===== src/rtl/mem_stall_controller.sv =====
// mem_stall_controller: stalls the pipeline while instruction/data memory accesses are outstanding.
//   Parameters:
//     TIMEOUT_CYCLES : wait-cycle count at which a hung access is flagged
//     CNT_WIDTH      : width of the stall-cycle performance counter
//   Ports:
//     clk, rst           : clock, synchronous active-high reset
//     imem_req           : fetch stage wants an instruction this step
//     dmem_read_req      : MEM stage wants a data read
//     dmem_write_req     : MEM stage wants a data write (wins over read)
//     imem_resp          : instruction memory completion pulse
//     dmem_resp          : data memory completion pulse
//     imem_read          : instruction read strobe
//     dmem_read          : data read strobe
//     dmem_write         : data write strobe
//     stall_pipeline     : freeze pipeline registers and PC
//     stall_cycles       : saturating count of stalled cycles
//     mem_timeout        : sticky hung-access flag
//     state_dbg          : FSM state (IDLE=0, WAIT_BOTH=1, WAIT_I=2, WAIT_D=3)
module mem_stall_controller #(
    parameter int TIMEOUT_CYCLES = 1023,
    parameter int CNT_WIDTH      = 32
) (
    input  logic                 clk,
    input  logic                 rst,
    input  logic                 imem_req,
    input  logic                 dmem_read_req,
    input  logic                 dmem_write_req,
    input  logic                 imem_resp,
    input  logic                 dmem_resp,
    output logic                 imem_read,
    output logic                 dmem_read,
    output logic                 dmem_write,
    output logic                 stall_pipeline,
    output logic [CNT_WIDTH-1:0] stall_cycles,
    output logic                 mem_timeout,
    output logic [1:0]           state_dbg
);
    localparam int WW = $clog2(TIMEOUT_CYCLES + 1);
    typedef enum logic [1:0] {
        IDLE      = 2'd0,
        WAIT_BOTH = 2'd1,
        WAIT_I    = 2'd2,
        WAIT_D    = 2'd3
    } state_t;
    state_t               state_q, state_d;
    logic                 i_done_q, i_done_d;
    logic                 d_done_q, d_done_d;
    logic                 timeout_q, timeout_d;
    logic [WW-1:0]        wait_q, wait_d;
    logic [CNT_WIDTH-1:0] cnt_q, cnt_d;
    logic                 d_req, d_pend, i_out, d_out;
    always_comb begin
        d_req          = dmem_read_req | dmem_write_req;
        d_pend         = d_req & ~d_done_q;
        imem_read      = imem_req & ~i_done_q;
        dmem_write     = dmem_write_req & ~d_done_q;
        dmem_read      = dmem_read_req & ~dmem_write_req & ~d_done_q;
        // a port still outstanding after this cycle's response
        i_out          = imem_read & ~imem_resp;
        d_out          = d_pend & ~dmem_resp;
        stall_pipeline = i_out | d_out;
        // done flags only live while stalled; an unstalled cycle starts a fresh step
        i_done_d       = stall_pipeline & (i_done_q | (imem_read & imem_resp));
        d_done_d       = stall_pipeline & (d_done_q | (d_pend & dmem_resp));
        state_d        = i_out ? (d_out ? WAIT_BOTH : WAIT_I) : (d_out ? WAIT_D : IDLE);
        // wait counter parks at the limit so it can never wrap back under it
        wait_d         = !stall_pipeline ? '0 :
                         (wait_q == WW'(TIMEOUT_CYCLES)) ? wait_q : wait_q + 1'b1;
        timeout_d      = timeout_q | (wait_d == WW'(TIMEOUT_CYCLES));
        cnt_d          = (stall_pipeline && !(&cnt_q)) ? cnt_q + 1'b1 : cnt_q;
    end
    always_ff @(posedge clk) begin
        if (rst) begin
            state_q   <= IDLE;
            i_done_q  <= 1'b0;
            d_done_q  <= 1'b0;
            wait_q    <= '0;
            cnt_q     <= '0;
            timeout_q <= 1'b0;
        end else begin
            state_q   <= state_d;
            i_done_q  <= i_done_d;
            d_done_q  <= d_done_d;
            wait_q    <= wait_d;
            cnt_q     <= cnt_d;
            timeout_q <= timeout_d;
        end
    end
    assign stall_cycles = cnt_q;
    assign mem_timeout  = timeout_q;
    assign state_dbg    = state_q;
endmodule


===== config.mk =====
export PLATFORM = sky130hd
export DESIGN_NAME = mem_stall_controller
export DESIGN_NICKNAME = d
export VERILOG_FILES = /design/src/rtl/mem_stall_controller.sv
export SDC_FILE = /design/constraint.sdc
export NUM_CORES = 1
export LEC_CHECK = 0
export BUFFER_PORTS_ARGS = -buffer_cell sky130_fd_sc_hd__buf_2
export CAP_MARGIN = 30
export CORE_MARGIN = 2
export CORE_UTILIZATION = 55
export CTS_CLUSTER_DIAMETER = 200
export DETAILED_ROUTE_END_ITERATION = 10
export MAX_ROUTING_LAYER = met4
export PLACE_DENSITY = 0.77
export SLEW_MARGIN = 40
export SYNTH_ARGS = -nofsm -noshare
export SYNTH_HDL_FRONTEND = slang
export SYNTH_SLANG_ARGS = --single-unit
export TNS_END_PERCENT = 5

===== constraint.sdc =====
create_clock -name clk -period 2.9 [get_ports clk]
set_input_delay 0 -clock clk [delete_from_list [all_inputs] [get_ports clk]]
set_output_delay 0 -clock clk [all_outputs]
set_load 0.05 [all_outputs]

==> results.md <==
- Status: finished, final reports clean
- Antenna violations before repair: 0
- Setup Crit Path Kind: register to register
- Area share of the largest cell type after synthesis: 0.391
- GRT overflow: 0
- CP arrival: 2630 ps
- Die Span Y: 70.1 um
- Slew Limit Fails: 0
- Worst Setup End Kind: register
- Achievable clock frequency: 410 MHz
- Utilization after layout: 0.635
- Post-CTS Hold Buffers: 3
- Setup Skew: 4.15 ps
- Mapped Cells: 280
- Worst-path fanout max: 11
- Crit path cell chain: nor2_1 -> o21ai_0 -> ha_1 -> and4b_1 -> nand4_1 -> a31o_1 -> nor4_1 -> mux2_2
- Vias: 2123
- Core area: 4290 um2
- Area Growth Syn to Fin: 13.4%
- Post-Syn Area: 2400 um2
- Seq cells post-synth: 47
- Final setup vio count: 0
- Row count: 24
- Ys flop type: dfxtp_1
- Top-count cell post-synth: dfxtp_1
- RSZ-0062 raised after global routing: false
- Largest cells by area after synthesis: dfxtp_1 (39%), nor2_1 (5.6%), xnor2_1 (4.4%)
- Max VDD drop: 0.000200 V
- First-pass GRT wire length: 8.12 mm
- Initial Util: 0.560
- Num ports: 46
- DR WL/cell: 13.2 um
- Hold Fails Final Rpt: 0
- Largest net degree at the start of global routing: 38
- Gr usage total: 0.210
- H-tree levels: 2
- Share of cells above drive strength 1: 0.209
- Final WL: 4.92 mm
- I/O Buffers: 45
- Static Leak: 0.00109 uW
- Ys Warns: 0
- Worst Max-Slew Pin Slew: 654 ps
- ANT cells: 0
- Syn avg cell area: 8.58 um2
- Die area: 4910 um2
- Max Cap Viol: 0
- Area leader, netlist: dfxtp_1
- Net count, final: 331
- Crit path time final: 2440 ps
- TritonCTS buffer count: 5
- Global placer's final weighted congestion: 0.870
- Resize count post-CTS: 0
- Post-synth cell types: 48
- TNS Setup: 0 ps
- CP Launch Type: register
- Final period util: 0.840
- Min-delay worst type: input pin to register
- Post-CTS setup repair buffer count: 0
- Worst path required time: 3090 ps
- Sequential area share after synthesis: 0.391
- Clk sinks: 47
- Worst skew pair latency: 300 ps
- Critical path's slowest cell: mux2_2
- DP Wirelength: 3.45 mm
- Drt initial violations: 121
- Routed vias/inst: 5.71
- Final ANT Viol Nets: 0
- Die Wd: 70.1 um
- Clock buffer depth: 2
- Number of global-route vias before repair: 1800
- Root Buffer: clkbuf_8
- Drc violations: 0
- Total power divided by cell area: 419 nW/um2
- Post-synth EDFFs: 0
- Asr flop ratio synth: 0
- TritonRoute pass-1 iters: 5
- CTS tree: yes
- Worst-path clk slew: 80 ps
- Crit-path max cell delay: 360 ps
- Post-synth top cells: dfxtp_1 (47), nor2_1 (36), a21oi_1 (16)
- Slew HR: 0.564
- Net count after synthesis: 290
per-stage QoR:
stage / instances / worst slack [ps] / area (um2) / total power (uW) / hold WS [ps]
after floorplan: 280 / 224 / 2410 / 765 / 139
after global placement: 363 / 552 / 2620 / 788 / 242
after detailed placement: 363 / 474 / 2620 / 791 / 249
after CTS: 372 / 463 / 2730 / 1150 / 27.6
after global routing: 372 / 259 / 2730 / 1190 / 42.8
final: 372 / 463 / 2730 / 1140 / 19.1
sequential cells by signal (all words and copies together), names as in the netlist:
| signal | cells |
|---|---|
| stall_cycles | 32 |
| state_dbg | 2 |
| i_done_q | 1 |
| wait_q | 10 |
| d_done_q | 1 |
| mem_timeout | 1 |
final cells by class:
cell class / count / area (um2)
fillers: 387 / 1570
multi-input cells: 205 / 1330
repair buffers: 50 / 270
inverters: 12 / 45.0
flip-flops and latches: 47 / 941
well taps: 52 / 65.1
clock buffers: 6 / 72.6
metal layers:
layer | up-vias | wire [um] | global-route usage
met1 | 968 | 2330 | 0.273
met5 | - | 0 | -
met2 | 55 | 2240 | 0.323
met4 | 0 | 56 | 0.0641
met3 | 6 | 287 | 0.0534
li1 | 1094 | - | -
kinds of logic (layout without fill, tap and decap cells):
logic type	after synthesis	after routing	share of synthesized area
simple gates	123	123	0.280
buf+inv	28	68	0.0557
flops	47	47	0.391
compound gates	55	55	0.161
mux	10	10	0.0448
xor+xnor	14	14	0.0510
fa+ha+maj	3	3	0.0156
worst max-delay path, delay by kind of cell (launching register included):
family          cells  cell delay, ps
mux                 1             360
simple gates        4             830
fa+ha+maj           1             340
flops               1             340
compound gates      2             460
final timing paths:
check        slack (ps)  cells after the start               end           from
max reg2reg         460                      8  stall_cycles[19]       d_done_q
min reg2reg         460                      2       mem_timeout    mem_timeout
max                 460                      8  stall_cycles[19]       d_done_q
min                  20                      3      state_dbg[0]  dmem_read_req
where the power goes:
part	leakage, uW	switching (uW)	internal, uW	total [uW]
registers	0.000380	8.30	654	663
clock network	0.0000371	203	161	364
logic	0.000669	80.4	35.3	116
total	0.00109	292	851	1140
layout by cell type, fill, tap and decap left out, drive strengths merged, types with 10 or more instances in the layout:
cell	count
dfxtp	47
nand2	13
nor2b	12
xnor2	12
nand4	12
a21oi	16
nand3	10
nor2	36
buf	47
inv	12
Note: power is estimated with default switching activity, not from simulation.
